### src/rtl/preg_alloc_ctrl.sv
// Physical-register free list controller for the rename stage.
// Circular queue of free preg numbers: grants up to 2 pregs per cycle from
// the head, accepts up to 2 freed pregs per cycle at the tail, and keeps a
// per-branch-tag snapshot of the head so a shootdown rolls back speculative
// allocations.
// Optional build macro: PREG_ALLOC_DOUBLE_FREE_CHECK_EN enables tracking of
// which pregs are currently in the list so duplicate frees are dropped and
// flagged on double_free.
module preg_alloc_ctrl #(
  parameter int unsigned NUM_PREGS         = 64,
  parameter int unsigned NUM_AREGS         = 32,
  parameter int unsigned MAX_PREDICT_DEPTH = 4
) (
  input  logic                                          clk,
  input  logic                                          reset,
  input  logic [1:0]                                    alloc_count,
  output logic                                          alloc_grant,
  output logic [$clog2(NUM_PREGS)-1:0]                  alloc_preg1,
  output logic [$clog2(NUM_PREGS)-1:0]                  alloc_preg2,
  output logic [$clog2(NUM_PREGS-NUM_AREGS):0]          num_free,
  input  logic                                          free_valid1,
  input  logic [$clog2(NUM_PREGS)-1:0]                  free_preg1,
  input  logic                                          free_valid2,
  input  logic [$clog2(NUM_PREGS)-1:0]                  free_preg2,
  input  logic                                          ckpt_valid,
  input  logic [$clog2(MAX_PREDICT_DEPTH)-1:0]          ckpt_tag,
  input  logic                                          shootdown,
  input  logic [$clog2(MAX_PREDICT_DEPTH)-1:0]          shootdown_tag,
  output logic                                          double_free
);

  localparam int unsigned FL_DEPTH = NUM_PREGS - NUM_AREGS;
  localparam int unsigned IDX_W    = $clog2(FL_DEPTH);
  localparam int unsigned PTR_W    = IDX_W + 1;
  localparam int unsigned PREG_W   = $clog2(NUM_PREGS);

  logic [PREG_W-1:0] fl   [FL_DEPTH];
  logic [PTR_W-1:0]  ckpt [MAX_PREDICT_DEPTH];
  logic [PTR_W-1:0]  head;
  logic [PTR_W-1:0]  tail;

  logic [1:0]        req;
  logic [IDX_W-1:0]  head_idx;
  logic [IDX_W-1:0]  tail_idx;
  logic [IDX_W-1:0]  wr_idx2;
  logic [PTR_W-1:0]  space;
  logic              ok1;
  logic              ok2;
  logic              acc1;
  logic              acc2;
  logic [PTR_W-1:0]  head_n;
  logic [PTR_W-1:0]  tail_n;

  // Grant decision and zero-latency read of the two head entries
  always_comb begin
    req         = (alloc_count == 2'd3) ? 2'd2 : alloc_count;
    head_idx    = head[IDX_W-1:0];
    alloc_grant = !shootdown && (PTR_W'(req) <= num_free);
    alloc_preg1 = fl[head_idx];
    alloc_preg2 = fl[head_idx + IDX_W'(1)];
  end

`ifdef PREG_ALLOC_DOUBLE_FREE_CHECK_EN
  logic [NUM_PREGS-1:0] in_list;
  logic [NUM_PREGS-1:0] in_list_n;
  logic                 dup1;
  logic                 dup2;
  logic [PTR_W-1:0]     rb_ptr;
  logic [PTR_W-1:0]     rb_len;
  logic [IDX_W-1:0]     rb_off;

  // Reject frees of pregs already sitting in the list; slot 2 duplicating slot 1 counts too
  always_comb begin
    dup1 = free_valid1 && in_list[free_preg1];
    dup2 = free_valid2 && (in_list[free_preg2] ||
                           (free_valid1 && (free_preg1 == free_preg2)));
    ok1  = free_valid1 && !dup1;
    ok2  = free_valid2 && !dup2;
  end

  // Membership update: grants clear, rolled-back entries and accepted frees set
  always_comb begin
    in_list_n = in_list;
    rb_ptr    = ckpt[shootdown_tag];
    rb_len    = head - rb_ptr;
    rb_off    = '0;
    if (alloc_grant && (req != 2'd0)) in_list_n[alloc_preg1] = 1'b0;
    if (alloc_grant && (req == 2'd2)) in_list_n[alloc_preg2] = 1'b0;
    if (shootdown) begin
      for (int unsigned i = 0; i < FL_DEPTH; i++) begin
        rb_off = IDX_W'(i) - rb_ptr[IDX_W-1:0];
        if (PTR_W'(rb_off) < rb_len) in_list_n[fl[IDX_W'(i)]] = 1'b1;
      end
    end
    if (acc1) in_list_n[free_preg1] = 1'b1;
    if (acc2) in_list_n[free_preg2] = 1'b1;
  end

  // Membership vector and sticky error flag
  always_ff @(posedge clk) begin
    if (!reset) begin
      for (int unsigned p = 0; p < NUM_PREGS; p++) in_list[p] <= (p >= NUM_AREGS);
      double_free <= 1'b0;
    end else begin
      in_list <= in_list_n;
      if (dup1 || dup2) double_free <= 1'b1;
    end
  end
`else
  // Every valid free is accepted when membership is not tracked
  always_comb begin
    ok1 = free_valid1;
    ok2 = free_valid2;
  end

  assign double_free = 1'b0;
`endif

  // Free-slot compaction, overflow drop and next pointer values
  always_comb begin
    tail_idx = tail[IDX_W-1:0];
    space    = PTR_W'(FL_DEPTH) - num_free;
    acc1     = ok1 && (space != '0);
    acc2     = ok2 && (space > PTR_W'(acc1));
    wr_idx2  = tail_idx + IDX_W'(acc1);
    tail_n   = tail + PTR_W'(acc1) + PTR_W'(acc2);
    if (shootdown)        head_n = ckpt[shootdown_tag];
    else if (alloc_grant) head_n = head + PTR_W'(req);
    else                  head_n = head;
  end

  // Queue storage, pointers, occupancy and branch checkpoints
  always_ff @(posedge clk) begin
    if (!reset) begin
      for (int unsigned i = 0; i < FL_DEPTH; i++) fl[i] <= PREG_W'(NUM_AREGS + i);
      for (int unsigned t = 0; t < MAX_PREDICT_DEPTH; t++) ckpt[t] <= '0;
      head     <= '0;
      tail     <= PTR_W'(FL_DEPTH);
      num_free <= PTR_W'(FL_DEPTH);
    end else begin
      if (acc1) fl[tail_idx] <= free_preg1;
      if (acc2) fl[wr_idx2]  <= free_preg2;
      if (ckpt_valid && !shootdown) ckpt[ckpt_tag] <= head_n;
      head     <= head_n;
      tail     <= tail_n;
      num_free <= tail_n - head_n;
    end
  end

endmodule

### config.mk
export PLATFORM = sky130hd
export DESIGN_NAME = preg_alloc_ctrl
export DESIGN_NICKNAME = d
export VERILOG_FILES = /design/src/rtl/preg_alloc_ctrl.sv
export SDC_FILE = /design/constraint.sdc
export NUM_CORES = 1
export LEC_CHECK = 0
export BUFFER_PORTS_ARGS = -buffer_cell sky130_fd_sc_hd__buf_2
export CORE_ASPECT_RATIO = 0.6
export CORE_MARGIN = 5
export CORE_UTILIZATION = 40
export CTS_CLUSTER_SIZE = 12
export DETAILED_ROUTE_END_ITERATION = 16
export GPL_ROUTABILITY_DRIVEN = 0
export HOLD_SLACK_MARGIN = 0.03
export SETUP_SLACK_MARGIN = 0.2
export SLEW_MARGIN = 20
export SYNTH_ARGS = -nofsm -noshare
export SYNTH_HDL_FRONTEND = slang
export SYNTH_SLANG_ARGS = --single-unit
### constraint.sdc
create_clock -name clk -period 9.2 [get_ports clk]
set_clock_uncertainty 0.2 [all_clocks]
set_input_delay 1.38 -clock clk [delete_from_list [all_inputs] [get_ports clk]]
set_output_delay 1.38 -clock clk [all_outputs]
set_load 0.02 [all_outputs]
# Word-level counts from Yosys, hierarchy flattened

Memories as Yosys holds them, arrays and structs flattened. A register that Yosys moved wholly into a read port is not among the register bits.
Cells that the tools add are included.

Bits in registers: 18
Latch bits: 0
Memory bits (writable): 216
Bits in read-only memories: 0
Bits of input ports: 24
Output and inout port bits: 20
Logic and storage cells: 47
Memories kept: 2

$add $sub $neg: 7
$mul: 0
Div/mod/pow operators: 0
Magnitude comparators: 2
Equality and inequality tests: 1
Shifts and indexed selects: 0
Mux-type cells: 23
Bitwise gates (word level): 0
Reductions and logical operators: 9

Memory list:

| name | depth | width | rd ports | clocked after memory_dff | write ports | RTL line | text |
|---|---|---|---|---|---|---|---|
| fl   | 32    | 6     | 2        | 1                        | 32          | 37       | `logic [PREG_W-1:0] fl [FL_DEPTH];` |
| ckpt | 4     | 6     | 1        | 0                        | 4           | 38       | `logic [PTR_W-1:0] ckpt [MAX_PREDICT_DEPTH];` |

Operators by type and width:

| cell                | count |
|---|---|
| $mux 6              | 5 |
| $reduce_or 6->1     | 3 |
| $mux 5              | 3 |
| $mux 1              | 13 |
| $add 6x1->6         | 2 |
| $add 6x2->6         | 1 |
| $gt 6x1->1          | 1 |
| $le 2x6->1          | 1 |
| $reduce_bool 6->1   | 1 |
| $sub 6x6->6         | 1 |
| $sub 6x6->6 const A | 1 |
| $add 5x1->5         | 1 |
| $add 5x1->5 const B | 1 |
| $logic_and 1x1->1   | 4 |
| $mux 2              | 2 |
| $eq 2x2->1 const B  | 1 |
| $logic_not 1->1     | 1 |

# Longest topological paths before layout

Gate-level depths: netlist (run 1).

Depth in word-level cells: 10
Mapped depth: 24
Mapped depth without buffers: 22

# Least setup slack after synthesis (run 1)

Ideal clock, no wire load.

Path type: register to register
Start point: reg num_free[1]
End point: reg num_free[5]
Setup time: 0.129 ns
Arrival time: 4.443 ns
Data required time: 8.871 ns
Slack: 4.427 ns
Cell stages (with the launch flop): 23
Path buffers: 2
Clock period less this slack: 4.773 ns
Cells stage by stage: dfxtp_1 > or4_4 > a21oi_4 > nand3_2 > and2_1 > ha_1 > nor2_1 > nor2_1 > o2111ai_4 > buf_6 > buf_4 > nand2_1 > fa_1 > inv_1 > ha_1 > xor2_1 > ha_1 > o21a_1 > o31a_1 > o22ai_1 > xor2_1 > xnor2_1 > nand2_1

Longest elaborated chain between the ends: 7
Elaborated cells on any way between the ends: 12
Classes of those cells: add/sub (4); order compare (2); mux (2); reduce/logical (4)

Ends and longest elaborated chain:

| what                   | RTL line | text |
|---|---|---|
| from (decl)            | 20       | `output logic [$clog2(NUM_PREGS-NUM_AREGS):0] num_free,` |
| from (signal assigned) | 139      | `num_free <= PTR_W'(FL_DEPTH);` |
| from (signal assigned) | 146      | `num_free <= tail_n - head_n;` |
| $sub 6x6->6 *          | 122      | `space = PTR_W'(FL_DEPTH) - num_free;` |
| $reduce_bool 6->1      | 123      | `acc1 = ok1 && (space != '0);` |
| $logic_and 1x1->1      | 123      |  |
| $gt 6x1->1             | 124      | `acc2 = ok2 && (space > PTR_W'(acc1));` |
| $logic_and 1x1->1      | 124      |  |
| $add 6x1->6 *          | 126      | `tail_n = tail + PTR_W'(acc1) + PTR_W'(acc2);` |
| named net tail_n[2]    | 52       | `logic [PTR_W-1:0] tail_n;` |
| $sub 6x6->6 *          | 146      |  |

Mark *: on every way through the listed nets, which the timed path passes. The rest lies on a longest branch.
A chain may end at the register's enable or synchronous reset.

# Final worst setup path (run 1)

Start point: reg num_free[2]
End point: reg num_free[5]

The elaborated chain is that of the path after synthesis.

==> impl_metrics.csv, run 1 <==
group,metric,value,unit
cells_and_area,multi_input_area,7251,um^2
critical_path,setup.worst_path.class,"flip-flop to flip-flop",
die,coreArea,36210,um^2
synthesis,syn_area,14610,um^2
synthesis,synth_cell_types,59,
synthesis,synth_area_leaders,"edfxtp_1 44%, mux4_2 19%, nor2_1 5.1%, a31oi_1 4.5%, dfxtp_1 2.5%",
die,fp.dieW,256.7,um
worst_hold_path,min_path_type,"flip-flop to flip-flop",
power,p_per_area,204.5,nW/um^2
global_route,grt_max_degree,45,
synthesis,avgSynthCellArea,11.79,um^2
global_route,antenna_found_initial,3,
clock_network,cts_setup_buffers,0,
synthesis,yosysWarnings,0,
power,peakVddDrop,132.0,uV
clock_network,root_buffer,"clkbuf_16",
cells_and_area,regArea,6854,um^2
sta,tightest_slew,1243,ps
placed_design,hpwlAfterDp,35.44,mm
sta,drv_slew,0,
synthesis,synth_ff_type,"edfxtp_1",
cells_and_area,final_cell_mix,"216 x edfxtp_1, 199 x nor2_1, 126 x mux4_2",
cells_and_area,layout_commonest_cell,"edfxtp_1",
clock_network,cts_buffer_depth,3,
drt,via_count,11480,
global_route,grt_pass1_wl,74.60,mm
die,initial_utilization,40.34,%
global_route,grtUsageTotal,24.78,%
drt,wire_per_inst,29.75,um
cells_and_area,antennaDiodeCount,0,
critical_path,endpoint_kind,"flip-flop",
drt,met1_length,21.33,mm
drt,drt_iter0_drc,2065,
clock_network,clk_pin_slew,60,ps
sta,rsz0062_at_grt,"no",
clock_network,cts.sinks,234,
die,fp.dieH,158.0,um
run_status,status,"complete, no violations",
drt,wl_met2,19.79,mm
cells_and_area,drive_gt1_share,21.58,%
synthesis,syn-num-nets,1281,
sta,setup_viol,0,
sta,layout_min_cycle_time,6087,ps
sta,tns,0,ps
drt,drt-pass1-iter-count,6,
clock_network,htreeDepth,1,
drt,antenna_left,0,
global_route,overflow,0,
flow_run,cap_violations,0,
power,power_leakage,4.654,nW
synthesis,synthCells,1239,
cells_and_area,num-fill-cells,3338,
critical_path,start_kind,"flip-flop",
cells_and_area,synthToLayoutAreaGrowth,8.084,%
drt,top_layer,"met5",
die,num_io_pins,44,
synthesis,synth_area_leader_cell,"edfxtp_1",
sta,hold_ws,328.4,ps
critical_path,cp_max_fo,44,
sta,min_period_over_period,66.16,%
synthesis,synth_edf_count,216,
placed_design,port_buffers,42,
clock_network,cts-resized-gates,0,
synthesis,seq_area_frac_synth,46.86,%
sta,fmax,164.3,MHz
drt,drc,0,
clock_network,insertion_delay,540,ps
cells_and_area,nNetsFinal,1252,
clock_network,cts_tree,"done",
synthesis,synth_seq_cells,234,
critical_path,cp.required,9380,ps
synthesis,synth_top_area_share,44.39,%
drt,via_per_inst,6.735,
critical_path,crit_arrival,6260,ps
global_route,grt_pass1_vias,10760,
clock_network,cts_inserted_buffers,25,
drt,routed-wl-met3,8.324,mm
clock_network,cts.hold.buffers_added,0,
sta,slew_headroom,16.66,%
die,num_rows,54,
synthesis,ys_async_sr_fraction,0,%
sta,hold_violations,0,
drt,wirelength,50.70,mm
die,die_area,40570,um^2
cells_and_area,final_core_util,43.60,%
-- layer usage --
| layer | up-vias | global-route usage, % |
|---|---|---|
| met5 | - | 0 |
| met4 | 2 | 5.567 |
| met3 | 106 | 9.453 |
| met2 | 913 | 33.88 |
| met1 | 5649 | 37.30 |
| li1 | 4807 | - |
-- cell families (layout without fill, tap and decap cells) --
logic type	Yosys count	count (layout)	share of synthesized area (%)
buffers and inverters	127	116	3.794
adder cells (fa/ha/maj)	18	18	1.696
flip-flops	234	234	46.86
multiplexers	152	152	21.39
AND/OR/NAND/NOR	455	455	14.71
other	1	1	0.02567
XOR/XNOR	18	18	1.079
AO/OA/AOI/OAI	234	234	10.44
-- final cells by class --
cell class | count | area share (%)
tap | 476 | 3.771
multi-input combinational | 878 | 45.92
sequential | 234 | 43.40
timing repair buffer | 56 | 1.997
clock inverter | 7 | 0.2219
clock buffer | 38 | 4.334
inverter | 15 | 0.3565
-- path summary, 6_finish.rpt --
kind | from | end | slack [ps] | cells past startpoint
worst min-delay path | tail[5] | tail[5] | 330 | 2
worst min register to register | tail[5] | tail[5] | 330 | 2
worst max register to register | num_free[2] | num_free[5] | 3110 | 21
worst max-delay path | num_free[2] | num_free[5] | 3110 | 21
-- cells in the mapped netlist (all sizes together), types with 12 or more instances --
master and count:
nand4 19, nor2 205, clkbuf 56, dfxtp 18, o211ai 27, xnor2 12
inv 13, and3 15, or3 37, o31ai 26, nand2 84, ha 15
nand3 47, edfxtp 216, mux4 126, mux2 22, o21ai 46, a31oi 105
buf 56
-- sequential cells by signal, indices dropped and copies added, names as in the netlist --
register and count:
num_free 6, ckpt 24, head 6, tail 6
fl 192
-- where the power goes --
group          total, W  switching (W)  internal, W
combinational  0.000975       0.000658     0.000317
sequential      0.00130      0.0000707      0.00123
clock          0.000954       0.000441     0.000512
-- critical path: stages (launching register included) --
cell       delay, ps
dfxtp_1          340
or3_1            410
o31ai_2          400
nand3_2          720
and2_1           520
ha_1             290
nor2_1           120
nor2_1            90
o2111ai_4        100
buf_4            480
nand2_1          150
fa_1             430
inv_1             90
ha_1             190
xor2_1           200
ha_1             310
o21a_1           180
o31a_1           110
o22ai_1          160
xor2_1           190
xnor2_1          140
nand2_1           80
-- per-stage QoR --
step | std cells | power [W] | area, um^2 | worst slack (ps)
CTS | 1704 | 0.003197 | 15780 | 3225
detailed placement | 1659 | 0.002258 | 15060 | 3269
floorplan | 1239 | 0.001922 | 14610 | 4427
global placement | 1659 | 0.002247 | 15050 | 3403
global route | 1704 | 0.003333 | 15790 | 2680
finish | 1704 | 0.003229 | 15790 | 3113
Power figures use the tool's default switching activity.
==> inputs of run 2 (changes only) <==
- clock period: 9.2 -> 5.9 ns (I/O delays scaled with it)
==> run 2 against run 1 <==
Cell area up 0.78%. Register-to-register slack worse by 1800 ps. Clock-buffer cell count up 3. Power up 58%. Critical path depth down 15. Global-route usage up 0.27 points. Highest routed layer is now met4. Critical path type is now flip-flop to primary output. Routed wire length up 2.3%. Via count up 1.5%.
==> impl_metrics.csv, run 2 (synthesis results as in run 1) <==
group,metric,value,unit
run_status,status,"complete, no violations",
worst_hold_path,min_path_type,"flip-flop to flip-flop",
critical_path,cp_max_fo,33,
drt,drc,0,
cells_and_area,num-fill-cells,3340,
sta,drv_slew,0,
sta,slew_headroom,18.24,%
die,die_area,40570,um^2
global_route,grtUsageTotal,25.05,%
sta,hold_violations,0,
power,clockPowerShare,29.6,%
drt,via_per_inst,6.781,
critical_path,start_kind,"flip-flop",
die,fp.dieW,256.7,um
sta,fmax,199.7,MHz
clock_network,root_buffer,"clkbuf_16",
cells_and_area,nNetsFinal,1266,
die,coreArea,36210,um^2
power,switchingPower,0.001830,W
global_route,antenna_found_initial,0,
drt,wire_per_inst,30.19,um
drt,drt-pass1-iter-count,6,
cells_and_area,regMostFlops,"fl",
power,power_leakage,4.726,nW
drt,drt_iter0_drc,1852,
clock_network,cts-resized-gates,0,
global_route,grt_pass1_wl,74.98,mm
die,initial_utilization,40.34,%
cells_and_area,synthToLayoutAreaGrowth,8.923,%
sta,setup_viol,0,
critical_path,crit_arrival,3920,ps
clock_network,clk_pin_slew,60,ps
cells_and_area,final_cell_mix,"216 x edfxtp_1, 199 x nor2_1, 126 x mux4_2",
sta,min_period_over_period,84.89,%
sta,rsz0062_at_grt,"no",
cells_and_area,reg_top3,"fl (192), ckpt (24)",
clock_network,cts_setup_buffers,0,
placed_design,port_buffers,42,
power,peakVddDrop,182.9,uV
global_route,overflow,0,
sta,tns,0,ps
cells_and_area,layout_commonest_cell,"edfxtp_1",
die,num_rows,54,
worst_hold_path,hold_depth,2,
power,p_sw_share,35.87,%
drt,wirelength,51.87,mm
cells_and_area,largest_reg_flops,192,
sta,layout_min_cycle_time,5008,ps
clock_network,cts.hold.buffers_added,0,
drt,antenna_left,0,
critical_path,reg2reg_depth,9,
clock_network,insertion_delay,550,ps
clock_network,cts_tree,"done",
drt,via_count,11650,
power,p_seq_share,39.7,%
critical_path,r2r_slack,1300,ps
critical_path,setup.worst_path.class,"flip-flop to primary output",
placed_design,place_ws,1379,ps
die,fp.dieH,158.0,um
clock_network,cts.sinks,234,
critical_path,endpoint_kind,"primary output",
clock_network,cts_buffer_depth,3,
cells_and_area,regArea,6854,um^2
power,power.internal,0.003273,W
cells_and_area,antennaDiodeCount,0,
clock_network,cts_inserted_buffers,24,
global_route,grt_max_degree,45,
power,p_comb_share,30.7,%
placed_design,hpwlAfterDp,36.37,mm
cells_and_area,drive_gt1_share,22.30,%
clock_network,htreeDepth,1,
cells_and_area,multi_input_area,7246,um^2
die,num_io_pins,44,
global_route,grt_pass1_vias,10540,
sta,setup_ws,891.8,ps
sta,tightest_slew,1220,ps
flow_run,cap_violations,0,
critical_path,cp.required,4820,ps
power,p_per_area,320.7,nW/um^2
-- run 2: cell count changes in the layout (fill, tap and decap cells not counted) --
cell	delta
clkinv_2	-2
nor2_2	+1
inv_4	-2
buf_4	+15
clkbuf_1	+3
nor2_4	-1
clkinv_1	-1
bufinv_16	+1
-- run 2: critical path, stage by stage, from the launching register on --
cell     delay [ps]
dfxtp_4         700
ha_2            830
buf_4           360
mux4_2          400
mux4_2          560
mux2_2          330
buf_2           170
-- run 2: worst paths after layout --
| check | start | endpoint |
|---|---|---|
| setup reg to reg | num_free[2] | fl[30][4] |
| hold reg to reg | tail[5] | tail[5] |
| setup / recovery | head[0] | alloc_preg2[4] |
| hold / removal | tail[5] | tail[5] |
-- run 2: area by class of cell --
type | instances | area share [%]
Clock buffer | 41 | 4.371
Clock inverter | 3 | 0.2437
Inverter | 15 | 0.3538
Multi-Input combinational cell | 878 | 45.53
Sequential cell | 234 | 43.07
Tap cell | 476 | 3.742
Timing Repair Buffer | 71 | 2.689
-- run 2: stage by stage --
stage	instance area [um^2]	util (%)	hold slack (ps)	instances	power [W]
global placement	15160	41.87	334.0	1674	0.003547
detailed placement	15170	41.88	338.5	1674	0.003560
finish	15910	43.94	356.4	1718	0.005103
global route	15910	43.94	368.7	1718	0.005251
floorplan	14610	-	280.9	1239	0.002997
CTS	15900	43.91	354.2	1718	0.005055
-- run 2: power groups by stage --
stage,logic (W),clock network [W],registers [W]
after floorplan,0.000979,0,0.00202
after global placement,0.00150,0,0.00205
after detailed placement,0.00150,0,0.00206
after CTS,0.00151,0.00152,0.00202
after global routing,0.00162,0.00159,0.00204
final,0.00156,0.00151,0.00203
-- run 2: layer usage --
| metal | share of wire, % | routed length [um] | GRT usage, % |
|---|---|---|---|
| met2 | 40 | 20560 | 34.17 |
| met3 | 17 | 8673 | 9.374 |
| met1 | 41 | 21260 | 37.76 |
| met4 | 2.6 | 1373 | 5.873 |
| met5 | 0 | 0 | 0 |
